===== src/rtl/zxuno_regs_pkg.sv =====
// Shared constants, FSM encoding and I/O port decode for the ZX-UNO register controller.
package zxuno_regs_pkg;

  localparam int unsigned DATA_W = 8;
  localparam int unsigned PORT_W = 16;

  localparam logic [PORT_W-1:0] ZXUNO_ADDR_PORT = 16'hFC3B;
  localparam logic [PORT_W-1:0] ZXUNO_DATA_PORT = 16'hFD3B;

  // Register numbers of the ZX-UNO extended register space
  localparam logic [DATA_W-1:0] REG_MASTERCONF   = 8'h00;
  localparam logic [DATA_W-1:0] REG_MASTERMAPPER = 8'h01;
  localparam logic [DATA_W-1:0] REG_FLASHSPI     = 8'h02;
  localparam logic [DATA_W-1:0] REG_FLASHCS      = 8'h03;
  localparam logic [DATA_W-1:0] REG_SCANCODE     = 8'h04;
  localparam logic [DATA_W-1:0] REG_KEYBSTAT     = 8'h05;
  localparam logic [DATA_W-1:0] REG_JOYCONF      = 8'h06;
  localparam logic [DATA_W-1:0] REG_COREID       = 8'hFF;

  // Value returned on the bus when nobody drives read data
  localparam logic [DATA_W-1:0] RD_IDLE = 8'hFF;

  typedef enum logic {
    ST_IDLE   = 1'b0,
    ST_ACTIVE = 1'b1
  } access_state_e;

  typedef struct packed {
    logic aw;
    logic ar;
    logic dw;
    logic dr;
  } io_decode_t;

  // Simultaneous rd/wr strobes are treated as no access at all.
  function automatic io_decode_t io_decode(input logic [PORT_W-1:0] addr_v,
                                           input logic              iorq_n_v,
                                           input logic              rd_n_v,
                                           input logic              wr_n_v);
    io_decode_t d;
    logic rd_cyc;
    logic wr_cyc;
    rd_cyc = !iorq_n_v && !rd_n_v && wr_n_v;
    wr_cyc = !iorq_n_v && !wr_n_v && rd_n_v;
    d.aw   = wr_cyc && (addr_v == ZXUNO_ADDR_PORT);
    d.ar   = rd_cyc && (addr_v == ZXUNO_ADDR_PORT);
    d.dw   = wr_cyc && (addr_v == ZXUNO_DATA_PORT);
    d.dr   = rd_cyc && (addr_v == ZXUNO_DATA_PORT);
    return d;
  endfunction

endpackage


===== src/rtl/io_access_fsm.sv =====
// IDLE/ACTIVE tracker for one write condition: holds the last written byte and
// commits it with a one-cycle pulse on the first sample after the strobe ends.
module io_access_fsm
  import zxuno_regs_pkg::*;
(
  input  logic              clk,
  input  logic              rst_n,
  input  logic              cond_i,
  input  logic [DATA_W-1:0] din_i,
  output logic [DATA_W-1:0] data_o,
  output logic              pulse_o
);

  access_state_e     state_q, state_d;
  logic              armed_q, armed_d;
  logic [DATA_W-1:0] hold_q,  hold_d;
  logic [DATA_W-1:0] data_q,  data_d;
  logic              pulse_q, pulse_d;

  always_ff @(posedge clk or negedge rst_n) begin
    if (!rst_n) begin
      state_q <= ST_IDLE;
      armed_q <= 1'b0;
      hold_q  <= '0;
      data_q  <= '0;
      pulse_q <= 1'b0;
    end else begin
      state_q <= state_d;
      armed_q <= armed_d;
      hold_q  <= hold_d;
      data_q  <= data_d;
      pulse_q <= pulse_d;
    end
  end

  // An access already running when reset releases must first be seen idle (armed).
  always_comb begin
    state_d = state_q;
    armed_d = armed_q | !cond_i;
    hold_d  = hold_q;
    data_d  = data_q;
    pulse_d = 1'b0;
    case (state_q)
      ST_IDLE: begin
        if (cond_i && armed_q) begin
          state_d = ST_ACTIVE;
          hold_d  = din_i;
        end
      end
      ST_ACTIVE: begin
        if (cond_i) begin
          hold_d = din_i;
        end else begin
          state_d = ST_IDLE;
          data_d  = hold_q;
          pulse_d = 1'b1;
        end
      end
      default: state_d = ST_IDLE;
    endcase
  end

  assign data_o  = data_q;
  assign pulse_o = pulse_q;

endmodule


===== src/rtl/zxuno_regs_ctrl.sv =====
// ZX-UNO register-space controller: FC3B/FD3B decode, register select/write
// strobes and prioritised read-back of peripheral data onto the CPU bus.
module zxuno_regs_ctrl
  import zxuno_regs_pkg::*;
#(
  parameter int unsigned N_PERIPH = 8
) (
  input  logic                       clk,
  input  logic                       rst_n,
  input  logic [PORT_W-1:0]          a,
  input  logic                       iorq_n,
  input  logic                       rd_n,
  input  logic                       wr_n,
  input  logic [DATA_W-1:0]          din,
  output logic [DATA_W-1:0]          dout,
  output logic                       oe_n,
  output logic [DATA_W-1:0]          zxuno_addr,
  output logic                       zxuno_regrd,
  output logic                       zxuno_regwr,
  output logic [DATA_W-1:0]          zxuno_wrdata,
  output logic                       regaddr_changed,
  input  logic [DATA_W*N_PERIPH-1:0] per_dout,
  input  logic [N_PERIPH-1:0]        per_oe_n,
  output logic                       conflict
);

  io_decode_t        dec_c;
  logic [DATA_W-1:0] per_sel_c;
  logic              per_hit_c;
  logic              per_multi_c;

  logic [DATA_W-1:0] dout_q,     dout_d;
  logic              oe_n_q,     oe_n_d;
  logic              regrd_q,    regrd_d;
  logic              conflict_q, conflict_d;

  assign dec_c = io_decode(a, iorq_n, rd_n, wr_n);

  io_access_fsm u_addr_fsm (
    .clk     (clk),
    .rst_n   (rst_n),
    .cond_i  (dec_c.aw),
    .din_i   (din),
    .data_o  (zxuno_addr),
    .pulse_o (regaddr_changed)
  );

  io_access_fsm u_data_fsm (
    .clk     (clk),
    .rst_n   (rst_n),
    .cond_i  (dec_c.dw),
    .din_i   (din),
    .data_o  (zxuno_wrdata),
    .pulse_o (zxuno_regwr)
  );

  // Lowest-index claimant wins; a second claimant flags a multi-drive.
  always_comb begin
    per_sel_c   = RD_IDLE;
    per_hit_c   = 1'b0;
    per_multi_c = 1'b0;
    for (int i = 0; i < int'(N_PERIPH); i++) begin
      if (!per_oe_n[i]) begin
        if (!per_hit_c) per_sel_c = per_dout[DATA_W*i +: DATA_W];
        per_multi_c = per_multi_c | per_hit_c;
        per_hit_c   = 1'b1;
      end
    end
  end

  always_comb begin
    oe_n_d     = !(dec_c.ar | dec_c.dr);
    regrd_d    = dec_c.dr;
    conflict_d = conflict_q | (regrd_q & per_multi_c);
    dout_d     = RD_IDLE;
    if (dec_c.ar) begin
      dout_d = zxuno_addr;
    end else if (dec_c.dr) begin
      dout_d = per_sel_c;
    end
  end

  always_ff @(posedge clk or negedge rst_n) begin
    if (!rst_n) begin
      dout_q     <= RD_IDLE;
      oe_n_q     <= 1'b1;
      regrd_q    <= 1'b0;
      conflict_q <= 1'b0;
    end else begin
      dout_q     <= dout_d;
      oe_n_q     <= oe_n_d;
      regrd_q    <= regrd_d;
      conflict_q <= conflict_d;
    end
  end

  assign dout        = dout_q;
  assign oe_n        = oe_n_q;
  assign zxuno_regrd = regrd_q;
  assign conflict    = conflict_q;

endmodule


===== config.mk =====
export PLATFORM = sky130hd
export DESIGN_NAME = zxuno_regs_ctrl
export DESIGN_NICKNAME = d
export VERILOG_FILES = /design/src/rtl/zxuno_regs_pkg.sv /design/src/rtl/io_access_fsm.sv /design/src/rtl/zxuno_regs_ctrl.sv
export SDC_FILE = /design/constraint.sdc
export NUM_CORES = 1
export LEC_CHECK = 0
export BUFFER_PORTS_ARGS = -buffer_cell sky130_fd_sc_hd__buf_4
export CORE_ASPECT_RATIO = 0.5
export CORE_MARGIN = 2
export CORE_UTILIZATION = 35
export CTS_CLUSTER_SIZE = 16
export DETAILED_ROUTE_END_ITERATION = 7
export PLACE_DENSITY = 0.66
export SYNTH_ARGS = -nofsm -noshare
export SYNTH_HDL_FRONTEND = slang
export SYNTH_SLANG_ARGS = --single-unit

===== constraint.sdc =====
create_clock -name clk -period 1.3 [get_ports clk]
set_clock_uncertainty 0.2 [all_clocks]
set_input_delay 0 -clock clk [delete_from_list [all_inputs] [get_ports clk]]
set_output_delay 0 -clock clk [all_outputs]
set_load 0.02 [all_outputs]

# Yosys cells after proc, flatten, opt, wreduce, memory -nomap -nowiden

Index checks and enable logic that the tools add are counted.

Bits in registers: 49
Output and inout port bits: 29
Logic and storage cells: 102

Equal/unequal tests: 6
Muxes and demuxes: 47
Bitwise gates (word level): 15
Reductions and logical operators: 20

Operators by type and width:

| cell                                                  | count |
|---|---|
| two-way mux 8 bit                                     | 21 |
| == test 16 bit, second input constant                 | 2 |
| one-hot mux 8 bit (2 select lines)                    | 2 |
| two-way mux 1 bit                                     | 22 |
| logical AND 1 bit                                     | 10 |
| bitwise OR 1 bit                                      | 10 |
| inequality test 2 x 1 -> 1 bit, second input constant | 4 |
| AND reduction 2 bit                                   | 4 |
| logical NOT 1 bit                                     | 6 |
| NOT 1 bit                                             | 4 |
| one-hot mux 1 bit (2 select lines)                    | 2 |
| AND 1 bit                                             | 1 |

# Longest topological paths before layout

Gate-level depths: netlist (run 1).

Depth after elaboration: 17
Mapped depth: 6

# By module

From an unflattened synthesis (run 1), not the netlist that was laid out.

Cells, all modules: 265
Area total of the unflattened synthesis: 2830.2 µm²

By module, submodules not included:

| module          | times used | cells each | area an instance (µm²) | seq. area each (µm²) |
|---|---|---|---|---|
| io_access_fsm   | 2          | 41         | 734.5                  | 475.5 |
| zxuno_regs_ctrl | 1          | 183        | 1361.3                 | 286.5 |

# Least setup slack after synthesis (run 1)

No wires, ideal clock.

Path kind: input to register
Start point: input port a[2]
End point: register u_data_fsm.hold_q[0]
Setup time: 125 ps
Arrival time: 1258 ps
Required time: 975 ps
Setup slack: -283 ps
Stages: 5
Path buffers: 1
Cell sequence: nand4bb_4 > nor4_4 > and4b_1 > buf_4 > mux2_2

Word-level cells in the longest chain between the ends: 5
Elaborated cells between the ends (all ways): 6
Those cells by class: eq/ne: 3; reduce/logical: 3

RTL lines:

| item                                     | line                  | source |
|---|---|---|
| start: declaration                       | zxuno_regs_ctrl.sv:10 | `input logic [PORT_W-1:0] a,` |
| == test 16 bit *                         | zxuno_regs_pkg.sv:47  | `d.dw = wr_cyc && (addr_v == ZXUNO_DATA_PORT);` |
| logical AND 1 bit *                      | zxuno_regs_pkg.sv:47  |  |
| logical AND 1 bit                        | io_access_fsm.sv:45   | `if (cond_i && armed_q) begin` |
| inequality test 2 x 1 -> 1 bit (no line) | --                    |  |
| AND reduction 2 bit (no line) *          | --                    |  |
| end signal: assignment                   | io_access_fsm.sv:30   | `hold_q <= hold_d;` |
| end: declaration                         | io_access_fsm.sv:16   | `logic [DATA_W-1:0] hold_q, hold_d;` |

Every way passes the cells marked *; elsewhere a longest branch is shown, timed or not.
A chain may end at the register's enable or synchronous reset.

# Final worst setup path (run 1)

Start point: register u_data_fsm.state_q
End point: register u_data_fsm.hold_q[7]

Word-level cells in the longest chain between the ends: 3
Elaborated cells between the ends (all ways): 5
Those cells by class: eq/ne: 2; mux: 1; bitwise: 1; reduce/logical: 1

RTL lines:

| item                                     | line                | source |
|---|---|---|
| start: declaration                       | io_access_fsm.sv:14 | `access_state_e state_q, state_d;` |
| start signal: assignment                 | io_access_fsm.sv:28 | `state_q <= state_d;` |
| NOT 1 bit                                | io_access_fsm.sv:43 | `case (state_q)` |
| inequality test 2 x 1 -> 1 bit (no line) | --                  |  |
| AND reduction 2 bit (no line)            | --                  |  |

Several ways; a longest one is shown, not always the timed one.

==> key figures, run 1 <==
Clock tree
  • Worst-path clk slew: 0.06 ns
  • Clock sinks: 49
  • Clock buffer depth: 2
  • Worst-skew pair later-pin latency: 0.28 ns
  • CTS root buffer: clkbuf_16
  • TritonCTS Buffers: 5
  • TritonCTS clock tree: built
  • H-tree depth reported by CTS: 2

Drt
  • Residual DRC: 0
  • Vias: 2778
  • Drt pass-1 iters: 4
  • Post-route ant nets: 0
  • Post-DR vias/cell: 5.01
  • Wire per inst: 15.3 um
  • Total wire length: 8470 um
  • Number of DRC markers in iteration 0: 111

Global route
  • First-pass GRT wire length: 13300 um
  • Initial antenna violation count: 0
  • Largest net degree at the start of global routing: 50
  • Vias in the first global route: 2780
  • Grt total ovfl: 0
  • Total GRT Usage: 19.8%

Min path
  • Hold endpoint: u_data_fsm.state_q$_DFF_PN0_
  • Hold Crit Start: wr_n
  • Hold Path Class: in -> reg
  • Hold-critical path depth: 5

Outcome
  • Status: finished, violations left
  • Failing checks: hold timing, setup timing

Critical path
  • Crit path required time: 1.26 ns
  • Register-to-register path setup slack: -0.22 ns
  • Worst setup SP type: flip-flop
  • Crit Path Category: reg -> reg
  • Setup crit end kind: flip-flop
  • Reg-to-Reg Start: u_data_fsm.state_q$_DFF_PN0_
  • CP max FO: 8
  • CP Data Arrival Time: 1.48 ns
  • CP cell instances: nor2_2 > and4b_1 > buf_12 > mux2_4
  • Max incr delay on CP: 0.39 ns
  • R2R depth: 4
  • Crit path max-delay cell type: dfrtp_1
  • Reg2reg end: u_data_fsm.hold_q[7]$_DFFE_PN0P_

Logic synthesis
  • Yosys cell types: 45
  • Synthesized cell area: 2720 um2
  • Top_reg_cell synth: dfrtp_1
  • Synth Register Bits: 49
  • Number of synthesized flops with an enable pin: 0
  • Ys Warns: 0
  • Synth Instances: 268
  • Post-synth ARST share: 100%
  • Mean post-synth cell area: 10.2 um2
  • Sequential-to-total area share from yosys stat: 45.5%
  • Synthesized net count: 369

Pwr
  • Max VDD drop: 547 uV
  • Clock share of power: 40.2%
  • Pwr dens: 773 nW/um2
  • Pint: 2.88 mW
  • Logic pwr share: 18.2%
  • Reg power frac: 41.6%
  • Lkg Pwr: 2.35 nW
  • Net Sw Frac: 21.5%
  • Sw Pwr: 0.787 mW

Die
  • Initial core utilization: 36.6%
  • Core area: 7430 um2
  • Die outline area: 8540 um2
  • Die Ht: 66.4 um
  • Core Rows: 22
  • Io pins: 130
  • Die Wd: 129 um

Layout
  • Non-filler cells, final: 554
  • Layout Nets: 558
  • Area grow syn2layout: 74.3%
  • Commonest non-fill, non-tap cell in the layout: buf_4
  • Fillers: 571
  • Share of layout cells above drive strength 1: 52.6%
  • Commonest cells after routing, fill and taps aside: 160 x buf_4, 40 x dfrtp_1, 27 x dlygate4sd3_1, 25 x o21ai_0, 25 x mux2_4
  • Number of diodes: 0

STA
  • Worst-margin pin slew: 0.598 ns
  • Final Max Tran Viols: 0
  • Fin crit share: 117%
  • Final number of setup-violating endpoints: 32
  • F_max: 0.660 GHz
  • Hold WS: -0.0490 ns
  • Final Worst Setup Slack: -0.215 ns
  • RSZ-0062 raised after global routing: true
  • Setup TNS: -5.18 ns
  • Hold Fails Final Rpt: 4
  • Slew HR: 60.2%
  • Tmin final: 1.52 ns

Place
  • IO Port Bufs: 129
  • HPWL after DPL: 6250 um
  • GP Congestion: 0.897
  • Cell count after placement: 514

Job
  • Max Cap Violations: 0
per-layer routing:
layer | track usage, % | up-vias | part of all wire, %
met3 | 3.07 | 16 | 4.1
met5 | 0 | - | 0
met4 | 6.79 | 0 | 2.3
li1 | - | 1362 | -
met2 | 35.8 | 78 | 50
met1 | 24.4 | 1322 | 43
area by class of cell:
type | count | area [um2] | share of cell area (%)
Tap cell | 96 | 120 | 2.53
Clock inverter | 2 | 37.5 | 0.791
Clock buffer | 6 | 139 | 2.93
Inverter | 22 | 82.6 | 1.74
Timing Repair Buffer | 194 | 1590 | 33.6
Sequential cell | 49 | 1240 | 26.1
Multi-Input combinational cell | 185 | 1540 | 32.3
critical path, delay by kind of cell, from the launching register on:
kind                   cells  cell delay (ns)
DFF                        1             0.39
muxes                      1             0.30
buffers and inverters      1             0.15
and+or+nand+nor            2             0.36
through the flow:
step | utilization [%] | power (mW) | worst slack, ns | area [um2]
floorplan | - | 1.75 | -0.236 | 2880
global placement | 56.3 | 2.12 | -0.443 | 4190
detailed placement | 56.3 | 2.13 | -0.526 | 4190
CTS | 63.1 | 3.67 | -0.207 | 4690
global route | 63.9 | 3.81 | -0.255 | 4750
finish | 63.9 | 3.67 | -0.215 | 4750
worst max-delay path by stage:
stage | slack [ns] | from | end
5_1_grt | -0.25 | u_data_fsm.state_q$_DFF_PN0_ | u_data_fsm.hold_q[6]$_DFFE_PN0P_
3_3_place_gp | -0.44 | a[7] | u_addr_fsm.hold_q[6]$_DFFE_PN0P_
2_1_floorplan | -0.24 | a[7] | u_data_fsm.hold_q[0]$_DFFE_PN0P_
3_5_place_dp | -0.53 | a[7] | u_addr_fsm.hold_q[1]$_DFFE_PN0P_
4_1_cts | -0.21 | u_data_fsm.state_q$_DFF_PN0_ | u_data_fsm.hold_q[7]$_DFFE_PN0P_
6_report | -0.22 | u_data_fsm.state_q$_DFF_PN0_ | u_data_fsm.hold_q[7]$_DFFE_PN0P_
repair_timing:
action	4_1_cts	5_1_grt
gates cloned	1	1
pin swaps	4	4
buffers inserted	3	0
hold endpoints to repair	79	4
hold buffers	27	1
resized for setup	6	9
setup endpoints to repair	32	42
power groups by stage:
stage / sequential, mW / clock, mW / combinational [mW]
final: 1.53 / 1.48 / 0.667
after global routing: 1.53 / 1.56 / 0.729
after CTS: 1.53 / 1.50 / 0.647
after detailed placement: 1.55 / 0 / 0.575
after global placement: 1.55 / 0 / 0.563
after floorplan: 1.55 / 0 / 0.198
state kept, by name (all words and copies together) (netlist names), 8 cells and up:
name               count
dout                   8
u_addr_fsm.data_o      8
u_addr_fsm.hold_q      8
u_data_fsm.data_o      8
u_data_fsm.hold_q      8
kinds of logic (layout without fill, tap and decap cells):
group	after synthesis	after routing	share of synthesized area [%]
AND/OR/NAND/NOR	74	75	18.4
adder cells (fa/ha/maj)	1	1	0.414
AO/OA/AOI/OAI	76	76	16.8
multiplexers	33	33	13.6
flip-flops	49	49	45.5
buffers and inverters	35	224	5.33
synthesized netlist by cell type, drive strengths merged (6+ instances only):
library cell / n / area share [%]
nand3: 14 / 2.8
o22ai: 14 / 3.2
clkbuf: 8 / 1.1
nand2b: 14 / 3.2
a221o: 6 / 2.2
a21oi: 16 / 2.9
dfstp: 9 / 8.7
nor3b: 9 / 2.7
mux2: 32 / 13
o21ai: 31 / 5.7
nand2: 6 / 1.0
inv: 21 / 2.9
nor2: 8 / 1.1
dfrtp: 40 / 37
Note: power is estimated with default switching activity, not from simulation.
==> run 2, diff against run 1 <==
--- a/config.mk
+++ b/config.mk
@@ -12,6 +12,7 @@
 export CTS_CLUSTER_SIZE = 16
 export DETAILED_ROUTE_END_ITERATION = 7
 export PLACE_DENSITY = 0.66
+export RECOVER_POWER = 25
 export SYNTH_ARGS = -nofsm -noshare
 export SYNTH_HDL_FRONTEND = slang
 export SYNTH_SLANG_ARGS = --single-unit
==> key figures, run 2 (synthesized netlist as in run 1, its figures left out) <==
Layout
  • Number of diodes: 0
  • Final instance area: 4740 um2
  • Layout Nets: 558
  • Commonest non-fill, non-tap cell in the layout: buf_4
  • Area grow syn2layout: 74.0%
  • Commonest cells after routing, fill and taps aside: 157 x buf_4, 40 x dfrtp_1, 27 x dlygate4sd3_1, 25 x o21ai_0, 25 x mux2_4
  • Share of layout cells above drive strength 1: 52.2%
  • Final core occ: 63.8%
  • Non-filler cells, final: 554

Drt
  • Drt pass-1 iters: 4
  • Vias: 2780
  • Wire per inst: 15.3 um
  • Number of DRC markers in iteration 0: 111
  • Residual DRC: 0
  • Post-route ant nets: 0
  • Post-DR vias/cell: 5.02
  • Total wire length: 8470 um

Pwr
  • Logic pwr share: 18.2%
  • Final Power: 3.67 mW
  • Lkg Pwr: 2.34 nW
  • Clock share of power: 40.2%
  • Pint: 2.88 mW
  • Max VDD drop: 547 uV
  • Reg power frac: 41.6%
  • Net Sw Frac: 21.5%
  • Pwr dens: 774 nW/um2
  • Sw Pwr: 0.787 mW

Critical path
  • CP Data Arrival Time: 1.48 ns
  • CP max FO: 8
  • CP cell instances: nor2_2 > and4b_1 > buf_12 > mux2_4
  • R2R depth: 4
  • Reg-to-Reg Start: u_data_fsm.state_q$_DFF_PN0_
  • Crit Path Category: reg -> reg
  • Max incr delay on CP: 0.39 ns
  • Crit path max-delay cell type: dfrtp_1
  • Worst setup SP type: flip-flop
  • Crit path required time: 1.26 ns
  • Setup crit end kind: flip-flop
  • Register-to-register path setup slack: -0.22 ns
  • Reg2reg end: u_data_fsm.hold_q[7]$_DFFE_PN0P_

Clock tree
  • CTS root buffer: clkbuf_16
  • H-tree depth reported by CTS: 2
  • Clock buffer depth: 2
  • Clock sinks: 49
  • Worst-path clk slew: 0.06 ns
  • TritonCTS clock tree: built
  • Worst-skew pair later-pin latency: 0.28 ns
  • TritonCTS Buffers: 5

STA
  • Hold WS: -0.0490 ns
  • Fin crit share: 117%
  • Final Max Tran Viols: 0
  • Setup TNS: -5.18 ns
  • Worst-margin pin slew: 0.645 ns
  • RSZ-0062 raised after global routing: true
  • F_max: 0.660 GHz
  • Final number of setup-violating endpoints: 32
  • Tmin final: 1.52 ns
  • Final Worst Setup Slack: -0.215 ns
  • Slew HR: 57.0%
  • Hold Fails Final Rpt: 4

Outcome
  • Status: finished, violations left
  • Failing checks: hold timing, setup timing

Min path
  • Hold Crit Start: wr_n
  • Hold endpoint: u_data_fsm.state_q$_DFF_PN0_
  • Hold Path Class: in -> reg
  • Hold-critical path depth: 5

Global route
  • Total GRT Usage: 19.8%
  • Largest net degree at the start of global routing: 50
  • Vias in the first global route: 2780
  • Initial antenna violation count: 0
  • First-pass GRT wire length: 13300 um
  • Grt total ovfl: 0

Place
  • GP Congestion: 0.897
  • IO Port Bufs: 129
  • Cell count after placement: 514
  • HPWL after DPL: 6250 um
  • Placed cell areas: 4190 um2

Die
  • Io pins: 130
  • Initial core utilization: 36.6%
  • Die Ht: 66.4 um
  • Core area: 7430 um2
  • Die outline area: 8540 um2
  • Die Wd: 129 um
  • Core Rows: 22

Job
  • Max Cap Violations: 0
[run 2: cell types whose count changed in the layout (fill, tap and decap cells not counted), sizes merged]
cell	change
buf	-3
clkbuf	+3
[run 2: how the worst max path moves through the flow]
stage	start	end	slack, ns	cells past startpoint
after floorplan	a[7]	u_data_fsm.hold_q[0]$_DFFE_PN0P_	-0.24	5
after global placement	a[7]	u_addr_fsm.hold_q[6]$_DFFE_PN0P_	-0.44	6
after detailed placement	a[7]	u_addr_fsm.hold_q[1]$_DFFE_PN0P_	-0.53	6
after CTS	u_data_fsm.state_q$_DFF_PN0_	u_data_fsm.hold_q[7]$_DFFE_PN0P_	-0.21	4
after global routing	u_data_fsm.state_q$_DFF_PN0_	u_data_fsm.hold_q[6]$_DFFE_PN0P_	-0.25	4
final	u_data_fsm.state_q$_DFF_PN0_	u_data_fsm.hold_q[7]$_DFFE_PN0P_	-0.22	4
[run 2: timing repair]
item | in CTS | in global routing
pin swaps | 4 | 4
hold buffers | 27 | 1
gates resized for setup | 6 | 9
endpoints found under the setup margin | 32 | 42
endpoints found under the hold margin | 79 | 4
cloned | 1 | 1
buffers inserted | 3 | 0
[run 2: power by group through the flow]
stage	sequential [mW]	combinational (mW)	clock, mW
CTS	1.53	0.647	1.50
floorplan	1.55	0.198	0
detailed placement	1.55	0.575	0
global route	1.53	0.729	1.56
global placement	1.55	0.563	0
finish	1.53	0.666	1.48
[run 2: critical path: cells and delay by family (launching register included)]
family / cells / cell delay, ns
DFF: 1 / 0.39
buffers and inverters: 1 / 0.15
muxes: 1 / 0.30
and+or+nand+nor: 2 / 0.36
[run 2: layout make-up]
cell class	instances	area (um2)
fill	575	2690
timing repair buffer	194	1590
multi-input combinational	185	1540
sequential	49	1240
clock buffer	6	139
tap	96	120
inverter	22	82.6
clock inverter	2	37.5
[run 2: routing by layer]
metal / global-route usage [%] / part of all wire (%) / up-vias
met2: 35.8 / 50 / 78
met4: 6.79 / 2.3 / 0
met5: 0 / 0 / -
li1: - / - / 1362
met3: 3.07 / 4.1 / 16
met1: 24.4 / 43 / 1324
[run 2: stage by stage]
stage,hold slack [ns],setup WS [ns]
floorplan,-0.496,-0.236
global placement,-0.169,-0.443
detailed placement,-0.149,-0.526
CTS,-0.0200,-0.207
global route,-0.0223,-0.255
finish,-0.0490,-0.215
==> run 3, diff against run 2 <==
--- a/config.mk
+++ b/config.mk
@@ -11,7 +11,6 @@
 export CORE_UTILIZATION = 35
 export CTS_CLUSTER_SIZE = 16
 export DETAILED_ROUTE_END_ITERATION = 7
-export PLACE_DENSITY = 0.66
 export RECOVER_POWER = 25
 export SYNTH_ARGS = -nofsm -noshare
 export SYNTH_HDL_FRONTEND = slang
==> constraint.sdc (replaced) <==
create_clock -name clk -period 1.8 [get_ports clk]
set_clock_uncertainty 0.2 [all_clocks]
set_input_delay 0 -clock clk [delete_from_list [all_inputs] [get_ports clk]]
set_output_delay 0 -clock clk [all_outputs]
set_load 0.005 [all_outputs]
==> key figures, run 3 (synthesized netlist as in run 1, its figures left out) <==
Drt
  • Wire per inst: 15.2 um
  • Residual DRC: 0
  • Post-DR vias/cell: 5.12
  • Number of DRC markers in iteration 0: 147
  • Post-route ant nets: 0
  • Vias: 2649
  • Total wire length: 7870 um
  • Drt pass-1 iters: 5

Place
  • Cell count after placement: 485
  • GP Congestion: 0.905
  • HPWL after DPL: 6010 um
  • IO Port Bufs: 129

Global route
  • Gr busiest metal: met2
  • Initial antenna violation count: 0
  • Vias in the first global route: 2634
  • First-pass GRT wire length: 12500 um
  • GRT met3 Usage: 2.67%
  • Total GRT Usage: 18.6%
  • Met2 Usage GRT: 33.9%
  • Met1 Resource Use GR: 23.4%
  • Grt total ovfl: 0
  • Largest net degree at the start of global routing: 50

Clock tree
  • TritonCTS Buffers: 5
  • Clock buffer depth: 2
  • H-tree depth reported by CTS: 2
  • Clock sinks: 49
  • CTS root buffer: clkbuf_16
  • TritonCTS clock tree: built
  • Worst-path clk slew: 0.06 ns
  • Worst-skew pair later-pin latency: 0.28 ns

Critical path
  • Crit path max-delay cell type: dlygate4sd3_1
  • Worst setup SP type: primary input
  • Crit path required time: 1.82 ns
  • Max incr delay on CP: 0.57 ns
  • Crit Path Category: in -> reg
  • Register-to-register path setup slack: 0.29 ns
  • CP max FO: 12
  • CP cell instances: dlygate4sd3_1 > buf_4 > nor2_1 > nand3_1 > dlygate4sd3_1 > nor2_1
  • CP Data Arrival Time: 1.75 ns
  • Setup crit end kind: flip-flop

Die
  • Die Ht: 66.4 um
  • Io pins: 130
  • Initial core utilization: 36.6%
  • Core Rows: 22
  • Die Wd: 129 um
  • Die outline area: 8540 um2
  • Core area: 7430 um2

Layout
  • Final core occ: 56.2%
  • Commonest non-fill, non-tap cell in the layout: buf_4
  • Number of diodes: 0
  • Share of layout cells above drive strength 1: 45.8%
  • Commonest cells after routing, fill and taps aside: 127 x buf_4, 40 x dfrtp_1, 31 x o21ai_0, 31 x mux2_2, 22 x dlygate4sd3_1
  • Layout Nets: 521
  • Non-filler cells, final: 517
  • Area grow syn2layout: 53.4%

Min path
  • Hold Path Class: in -> reg

Pwr
  • Max VDD drop: 384 uV
  • Pwr dens: 576 nW/um2
  • Lkg Pwr: 2.05 nW
  • Final Power: 2.40 mW

STA
  • Worst-margin pin slew: 1.15 ns
  • Slew HR: 23.1%
  • RSZ-0062 raised after global routing: false
  • Final Max Tran Viols: 0
  • Tmin final: 1.73 ns
  • Final number of setup-violating endpoints: 0
  • F_max: 0.577 GHz
  • Hold Fails Final Rpt: 0
  • Setup TNS: 0 ns
  • Fin crit share: 96.2%

Outcome
  • Status: complete, no violations

Job
  • Max Cap Violations: 0
==> run 3: worst max-delay path, delay by kind of cell <==
kind | cells | cell delay [ns]
buf+inv | 3 | 1.28
simple gates | 3 | 0.46
==> run 3: routing by layer <==
layer	vias up	routed length (um)
li1	1281	-
met1	1264	3380
met2	95	3940
met3	9	472
met4	0	77
met5	-	0
==> run 3: layout make-up <==
type                    instances  area (um2)
fillers                       659        3260
multi-input cells             184        1350
repair buffers                158        1250
flip-flops and latches         49        1240
clock buffers                   5         125
well taps                      96         120
inverters                      22        82.6
clock inverters                 3        17.5
==> run 3: final timing paths <==
path / endpoint / start / cells past startpoint
max in group asynchronous: u_data_fsm.hold_q[2]$_DFFE_PN0P_ / rst_n / 2
hold reg to reg: conflict$_DFF_PN0_ / conflict$_DFF_PN0_ / 1
min in group asynchronous: u_data_fsm.state_q$_DFF_PN0_ / rst_n / 2
hold / removal: dout[2]$_DFF_PN1_ / per_dout[34] / 4
setup / recovery: u_addr_fsm.state_q$_DFF_PN0_ / a[8] / 6
setup reg to reg: u_data_fsm.hold_q[6]$_DFFE_PN0P_ / u_data_fsm.state_q$_DFF_PN0_ / 4
==> run 3: timing repair <==
| action | 4_1_cts | 5_1_grt |
|---|---|---|
| endpoints found under the hold margin | 78 | 0 |
| gates resized for setup | 0 | 3 |
| hold buffers | 24 | 0 |
| buffers inserted | 0 | 0 |
| endpoints found under the setup margin | 0 | 8 |
==> run 3: through the flow <==
step | worst slack (ns) | hold slack (ns) | area (um2)
floorplan | 0.217 | -0.496 | 2720
global placement | 0.0378 | -0.161 | 3790
detailed placement | -0.0537 | -0.152 | 3790
CTS | 0.0115 | 0.00205 | 4170
global route | 0.0109 | 0.0571 | 4180
finish | 0.0681 | 0.00698 | 4180
==> run 3: report_power, final <==
part,internal (mW),switching (mW)
Sequential,1.10,0.0000195
Clock,0.509,0.377
Combinational,0.240,0.177
Total,1.85,0.553
